### src/rtl/codigojunto_if.sv
// codigojunto_if: candidate/vote/judge inputs and registered winner outputs of the election block
interface codigojunto_if;
    logic [1:0] A, B, C, D;
    logic [5:0] VA, VB, VC, VD;
    logic [1:0] J1, J2, J3, J4;
    logic [1:0] Candidato1;
    logic       Candidato2;
    modport master (
        output A, B, C, D, VA, VB, VC, VD, J1, J2, J3, J4,
        input  Candidato1, Candidato2
    );
    modport slave (
        input  A, B, C, D, VA, VB, VC, VD, J1, J2, J3, J4,
        output Candidato1, Candidato2
    );
endinterface

### src/rtl/codigojunto.sv
// codigojunto: registered vote-maximum winner with judge-ballot tie-break
module codigojunto (
    input logic         clk,
    input logic         rst_n,
    codigojunto_if.slave bus
);
    logic [5:0] v [4];
    logic [1:0] id [4];
    logic [1:0] j [4];
    logic [5:0] m;
    logic [3:0] tie;
    logic [2:0] cnt [4];
    logic [2:0] best;
    logic [2:0] ntie;
    logic [1:0] win;
    logic       found;
    assign v  = '{bus.VA, bus.VB, bus.VC, bus.VD};
    assign id = '{bus.A, bus.B, bus.C, bus.D};
    assign j  = '{bus.J1, bus.J2, bus.J3, bus.J4};
    always_comb begin
        m = '0;
        ntie = '0;
        win = '0;
        best = '0;
        found = 1'b0;
        for (int i = 0; i < 4; i++) m = v[i] > m ? v[i] : m;
        for (int i = 0; i < 4; i++) begin
            tie[i] = v[i] == m;
            ntie = ntie + {2'b0, tie[i]};
            cnt[i] = '0;
            for (int k = 0; k < 4; k++) cnt[i] = cnt[i] + {2'b0, j[k] == 2'(i)};
        end
        // strict > keeps the lowest-index slot when ballot counts are equal
        for (int i = 0; i < 4; i++) begin
            if (tie[i] && (!found || cnt[i] > best)) begin
                win = 2'(i);
                best = cnt[i];
                found = 1'b1;
            end
        end
    end
    always_ff @(posedge clk or negedge rst_n) begin
        if (!rst_n) begin
            bus.Candidato1 <= 2'b00;
            bus.Candidato2 <= 1'b0;
        end else begin
            bus.Candidato1 <= id[win];
            bus.Candidato2 <= ntie > 3'd1;
        end
    end
endmodule

### src/flat_wrapper.sv
// flat-port wrapper written by rule: the top's interface ports become plain ports
module codigojunto_flat 
  (clk, rst_n, bus_A, bus_B, bus_C, bus_D, bus_VA, bus_VB, bus_VC, bus_VD, bus_J1, bus_J2, bus_J3, bus_J4, bus_Candidato1, bus_Candidato2);
  codigojunto_if bus_i ();
  input logic clk;
  input logic rst_n;
  input wire logic [$bits(bus_i.A)-1:0] bus_A;
  input wire logic [$bits(bus_i.B)-1:0] bus_B;
  input wire logic [$bits(bus_i.C)-1:0] bus_C;
  input wire logic [$bits(bus_i.D)-1:0] bus_D;
  input wire logic [$bits(bus_i.VA)-1:0] bus_VA;
  input wire logic [$bits(bus_i.VB)-1:0] bus_VB;
  input wire logic [$bits(bus_i.VC)-1:0] bus_VC;
  input wire logic [$bits(bus_i.VD)-1:0] bus_VD;
  input wire logic [$bits(bus_i.J1)-1:0] bus_J1;
  input wire logic [$bits(bus_i.J2)-1:0] bus_J2;
  input wire logic [$bits(bus_i.J3)-1:0] bus_J3;
  input wire logic [$bits(bus_i.J4)-1:0] bus_J4;
  output wire logic [$bits(bus_i.Candidato1)-1:0] bus_Candidato1;
  output wire logic [$bits(bus_i.Candidato2)-1:0] bus_Candidato2;
  assign bus_i.A = bus_A;
  assign bus_i.B = bus_B;
  assign bus_i.C = bus_C;
  assign bus_i.D = bus_D;
  assign bus_i.VA = bus_VA;
  assign bus_i.VB = bus_VB;
  assign bus_i.VC = bus_VC;
  assign bus_i.VD = bus_VD;
  assign bus_i.J1 = bus_J1;
  assign bus_i.J2 = bus_J2;
  assign bus_i.J3 = bus_J3;
  assign bus_i.J4 = bus_J4;
  assign bus_Candidato1 = bus_i.Candidato1;
  assign bus_Candidato2 = bus_i.Candidato2;
  codigojunto u_core (.clk(clk), .rst_n(rst_n), .bus(bus_i));
endmodule
### config.mk
export PLATFORM = sky130hd
export DESIGN_NAME = codigojunto_flat
export DESIGN_NICKNAME = d
export VERILOG_FILES = /design/src/rtl/codigojunto_if.sv /design/src/rtl/codigojunto.sv /design/src/flat_wrapper.sv
export SDC_FILE = /design/constraint.sdc
export NUM_CORES = 1
export LEC_CHECK = 0
export CELL_PAD_IN_SITES_DETAIL_PLACEMENT = 1
export CELL_PAD_IN_SITES_GLOBAL_PLACEMENT = 2
export CORE_ASPECT_RATIO = 2
export CORE_MARGIN = 1
export CORE_UTILIZATION = 41
export CTS_CLUSTER_DIAMETER = 200
export CTS_CLUSTER_SIZE = 16
export DETAILED_ROUTE_END_ITERATION = 10
export DONT_BUFFER_PORTS = 1
export GPL_ROUTABILITY_DRIVEN = 0
export HOLD_SLACK_MARGIN = 0.08
export PLACE_DENSITY_LB_ADDON = 0.15
export SYNTH_ARGS = -nofsm -noshare
export SYNTH_HDL_FRONTEND = slang
export SYNTH_SLANG_ARGS = --single-unit
### constraint.sdc
create_clock -name clk -period 0.8 [get_ports clk]
set_input_delay 0.24 -clock clk [delete_from_list [all_inputs] [get_ports clk]]
set_output_delay 0.24 -clock clk [all_outputs]
set_load 0.03 [all_outputs]
==> summary.txt, run 1 <==
Logic synthesis
  • Syn nets: between 300 and 400
  • Top cells by area, synth: ha_1 21%, inv_1 4.1%, a21oi_1 3.7%, fa_1 3.5%, dfrtp_1 3.3%
  • Asr flop ratio synth: between 90% and 100%
  • Register area share after synthesis: 3.30%
  • Gate Count Post-Synth: 281
  • Warnings, synthesis: 0
  • Most frequent cell after synthesis: ha_1
  • Mapped Area: 2280 um^2
  • Top cell type's share of synthesized area: 20.9%
  • FF+latch count, synth: 3
  • Netlist cell types: 76
  • Top_reg_cell synth: dfrtp_1
  • Number of flops mapped to enable cells by yosys: 0
  • Top post-synthesis cells by count: 38 x ha_1, 25 x inv_1, 17 x a21oi_1
  • Avg Inst Size Synth: 8.10 um^2
  • Yosys top cell by area: ha_1

Placed design
  • IO Port Bufs: 0
  • Cell Area, Placed: 3110 um^2
  • HPWL Detailed: 8.15 mm
  • Placement Setup Slack: -8.42 ns

Floorplanning
  • Row Count: 38
  • Starting density of the core: 42.4%
  • Boundary Pins: 45
  • Die height: 107 um
  • Die Width: 54.7 um

CTS
  • CTS Buf Count: 3
  • H-tree depth: 1
  • CTS sink cnt: 3
  • Root Buffer: clkbuf_8
  • Clock buffer depth: 2

Outcome
  • Outcome: did not finish
  • Last stage: global routing
  • Log Error: [ERROR GRT-0232] Routing congestion too high. Check the congestion heatmap in the GUI.

Global routing
  • Largest net degree at the start of global routing: 11
  • Total track usage: 93.0%
  • GRT Residual Overflow: approximately 380

STA
  • Worst endpoint after global-route timing repair: u_core.bus.Candidato1[1]$_DFF_PN0_/D
  • Worst End Pin Type: register data pin
per-layer routing:
| layer | overflow | track usage, % |
|---|---|---|
| met1 | 3 | 84.6 |
| met2 | 294 | 121 |
| met3 | 7 | 64.5 |
| met4 | 79 | 101 |
| met5 | 0 | 20.0 |
cells by family after synthesis:
family,Yosys count,share of synthesized area [%]
AO/OA/AOI/OAI,98,34.2
AND/OR/NAND/NOR,97,26.1
adder cells (fa/ha/maj),42,24.4
buffers and inverters,32,7.80
multiplexers,6,3.02
XOR/XNOR,3,1.15
flip-flops,3,3.30
through the flow:
stage	hold slack, ns	instances	TNS, ns
after floorplan	-0.0556	281	-20.21
after global placement	-0.0555	427	-21.70
after detailed placement	-0.0555	427	-22.46
after CTS	0.170	458	-20.26
timing repair:
action | 4_1_cts
setup endpoints to repair | 6
cloned | 2
setup buffers | 24
endpoints found under the hold margin | 3
hold buffers | 1
gates resized for setup | 66
pin swaps | 43
==> run 2: changes to the inputs <==
==> config.mk (replaced) <==
export PLATFORM = sky130hd
export DESIGN_NAME = codigojunto_flat
export DESIGN_NICKNAME = d
export VERILOG_FILES = /design/src/rtl/codigojunto_if.sv /design/src/rtl/codigojunto.sv /design/src/flat_wrapper.sv
export SDC_FILE = /design/constraint.sdc
export NUM_CORES = 1
export LEC_CHECK = 0
export CORE_MARGIN = 1
export CORE_UTILIZATION = 40
export DETAILED_ROUTE_END_ITERATION = 10
export DONT_BUFFER_PORTS = 1
export GPL_ROUTABILITY_DRIVEN = 0
export PLACE_DENSITY_LB_ADDON = 0.15
export SYNTH_ARGS = -nofsm -noshare
export SYNTH_HDL_FRONTEND = slang
export SYNTH_SLANG_ARGS = --single-unit
==> summary.txt, run 2 <==
Outcome
  • Outcome: finished, violations left
  • Failing checks: negative setup slack

Pwr
  • Power Dens Cells: 1640 nW/um^2
  • Static Leak: 1.77 nW
  • Maximum VDD drop: 0.00135 V
  • Total Power: approximately 6.6 mW

STA
  • Tcrit/Tclk final: 1020%
  • RSZ-0062 raised after global routing: true
  • Rel. slew slack: between 70% and 80%
  • Endpoints failing hold: 0
  • F_max: 123 MHz
  • Hold_ws: 0.171 ns
  • Min setup slack post-route: -7.33 ns
  • Final Setup Violations: 6
  • Worst Tran Pin Value: 0.443 ns
  • Min cycle time layout: 8.13 ns
  • Slew Viols, Final: 0

Global routing
  • Largest net degree at the start of global routing: 11
  • Vias in the first global route: 2,889
  • GRT Residual Overflow: 0
  • Total track usage: 28.2%
  • First-pass GRT wire length: 13.4 mm
  • Initial antenna violation count: 0

Logic synthesis
  • Top_reg_cell synth: dfrtp_1
  • Gate Count Post-Synth: 281 (unchanged)
  • Mapped Area: 2280 um^2 (unchanged)
  • Number of flops mapped to enable cells by yosys: 0 (unchanged)
  • FF+latch count, synth: 3 (unchanged)
  • Asr flop ratio synth: 100% (unchanged)
  • Warnings, synthesis: 0 (unchanged)
  • Top cell type's share of synthesized area: 20.9% (unchanged)
  • Top post-synthesis cells by count: 38 x ha_1, 25 x inv_1, 17 x a21oi_1
  • Register area share after synthesis: 3.30% (unchanged)
  • Syn nets: 365 (unchanged)
  • Avg Inst Size Synth: 8.10 um^2 (unchanged)
  • Yosys top cell by area: ha_1
  • Top cells by area, synth: ha_1 21%, inv_1 4.1%, a21oi_1 3.7%, fa_1 3.5%, dfrtp_1 3.3%
  • Most frequent cell after synthesis: ha_1
  • Netlist cell types: 76 (unchanged)

Placed design
  • HPWL Detailed: 6.26 mm (-23%)
  • IO Port Bufs: 0 (unchanged)
  • Placed Instances: 431 (+0.94%)
  • Cell Area, Placed: 3070 um^2 (-1.4%)
  • Placement Setup Slack: -8.03 ns (+0.386 ns)

Setup path
  • Critical path peak fanout: 6
  • Max incr delay on CP: about 0.39 ns
  • Worst Setup End Kind: flop
  • Critical path data arrival time: 8.23 ns
  • Worst Setup Start Kind: primary input
  • Worst path most repeated cell: a21oi_2
  • Setup Crit Path Kind: primary input to flop
  • CP required: 0.90 ns
  • CP max-delay cell: o32a_1

Finish
  • Commonest cells after routing, fill and taps aside: 122 x buf_4, 23 x ha_1, 20 x inv_1
  • Layout cells sized above 1: 57.9%
  • Sequential cell area: 77.6 um^2
  • Most common cell after layout, fill and taps aside: buf_4
  • Area of the multi-input gates: 2660 um^2
  • Layout area overhead: 76.3%
  • Inserted Diodes: 0
  • Nets: 498
  • Reg with most FFs: u_core.bus.Candidato1
  • Max reg flops: 2
  • Fill count: 413
  • Design Area, Final: 4020 um^2
  • Post-Layout Cell Count: about 490
  • Largest registers: u_core.bus.Candidato1: 2 flops, u_core.bus.Candidato2: 1 flops

CTS
  • CTS tree: built
  • H-tree depth: 1 (unchanged)
  • Clock Pin Slew Worst Setup and Hold Paths: 0.03 ns
  • Root Buffer: clkbuf_8
  • CTS Buf Count: 3 (unchanged)
  • Clock buffer depth: 2 (unchanged)
  • CTS sink cnt: 3 (unchanged)

Floorplanning
  • Boundary Pins: 45 (unchanged)
  • Die footprint: 6000 um^2
  • Die height: 77.5 um (-28%)
  • Starting density of the core: 41.4% (-1.0 points)
  • Row Count: 27 (-29%)
  • CORE AREA: 5510 um^2
  • Die Width: 77.5 um (+42%)

Route
  • Drt via density: just under 6
  • Drt initial violations: 94
  • Routed wire length: approximately 9 mm
  • Vias: about 2,800
  • First-pass DRT Iterations: 4
  • Routed len/inst: around 19 um
  • Remaining DRCs: 0
  • Antenna viol nets, final: 0

Hold path
  • Hold worst-path end: u_core.bus.Candidato1[1]
  • Min-delay src: bus_D[1]
  • Hold Crit Depth: 1
  • Min-delay worst type: primary input to flop

Job
  • Max Cap Viol: 0
==> run 2: cell counts after synthesis <==
No cell type changed its count.
==> run 2: per-stage QoR <==
step	TNS, ns	utilization (%)
finish	-19.83	72.9
detailed placement	-21.34	55.7
global placement	-20.94	55.7
global route	-21.00	72.9
floorplan	-20.21	-
CTS	-19.56	66.4
==> run 2: worst max-delay path by stage <==
stage                    from                       end  slack [ns]  cells past startpoint
floorplan           bus_VA[5]  u_core.bus.Candidato1[0]       -7.68                     43
global placement    bus_VA[3]  u_core.bus.Candidato1[0]       -7.86                     42
detailed placement  bus_VA[3]  u_core.bus.Candidato1[0]       -8.03                     43
CTS                 bus_VA[5]  u_core.bus.Candidato1[0]       -7.24                     45
global route        bus_VA[4]  u_core.bus.Candidato1[0]       -7.77                     45
finish              bus_VA[4]  u_core.bus.Candidato1[0]       -7.33                     45
==> run 2: where the power goes <==
| group | leakage [nW] | internal (mW) | switching [mW] |
|---|---|---|---|
| logic | 1.72 | 3.07 | 2.74 |
| registers | 0.0346 | 0.201 | 0.105 |
| clock network | 0.0228 | 0.341 | 0.115 |
==> run 2: per-layer routing <==
metal | part of all wire, % | routed length (um) | vias up | track usage (%)
met4 | 5.0 | 451 | 0 | 11.9
li1 | - | - | 1367 | -
met5 | 0 | 0 | - | 0
met2 | 53 | 4790 | 83 | 55.3
met1 | 37 | 3380 | 1332 | 29.4
met3 | 4.6 | 418 | 34 | 4.12
==> run 2: kinds of logic (layout without fill, tap and decap cells) <==
family / Yosys count / after routing / synth area share [%]
AND/OR/NAND/NOR: 97 / 97 / 26.1
AO/OA/AOI/OAI: 98 / 100 / 34.2
multiplexers: 6 / 6 / 3.02
buffers and inverters: 32 / 162 / 7.80
adder cells (fa/ha/maj): 42 / 42 / 24.4
XOR/XNOR: 3 / 3 / 1.15
flip-flops: 3 / 3 / 3.30
==> run 2: worst max-delay path, delay by kind of cell <==
family | cells | cell delay [ns]
AOI/OAI and AO/OA | 21 | 3.85
buffers and inverters | 6 | 0.64
muxes | 2 | 0.61
adders and majority gates | 6 | 1.35
and+or+nand+nor | 10 | 1.50
==> run 2: cell type report <==
| type | count | share of cell area (%) |
|---|---|---|
| Tap cell | 72 | 2.24 |
| Inverter | 25 | 2.52 |
| Multi-Input combinational cell | 248 | 66.2 |
| Timing Repair Buffer | 133 | 26.0 |
| Clock buffer | 4 | 1.12 |
| Sequential cell | 3 | 1.93 |
==> run 2: timing repair <==
action                                  in CTS  in global routing
gates resized for setup                     48                 39
buffers inserted                            33                 16
gates cloned                                 1                  1
pin swaps                                   36                 35
hold buffers                                 1                  0
endpoints found under the setup margin       6                  6
endpoints found under the hold margin        3                  0
Note: power is estimated with default switching activity, not from simulation.
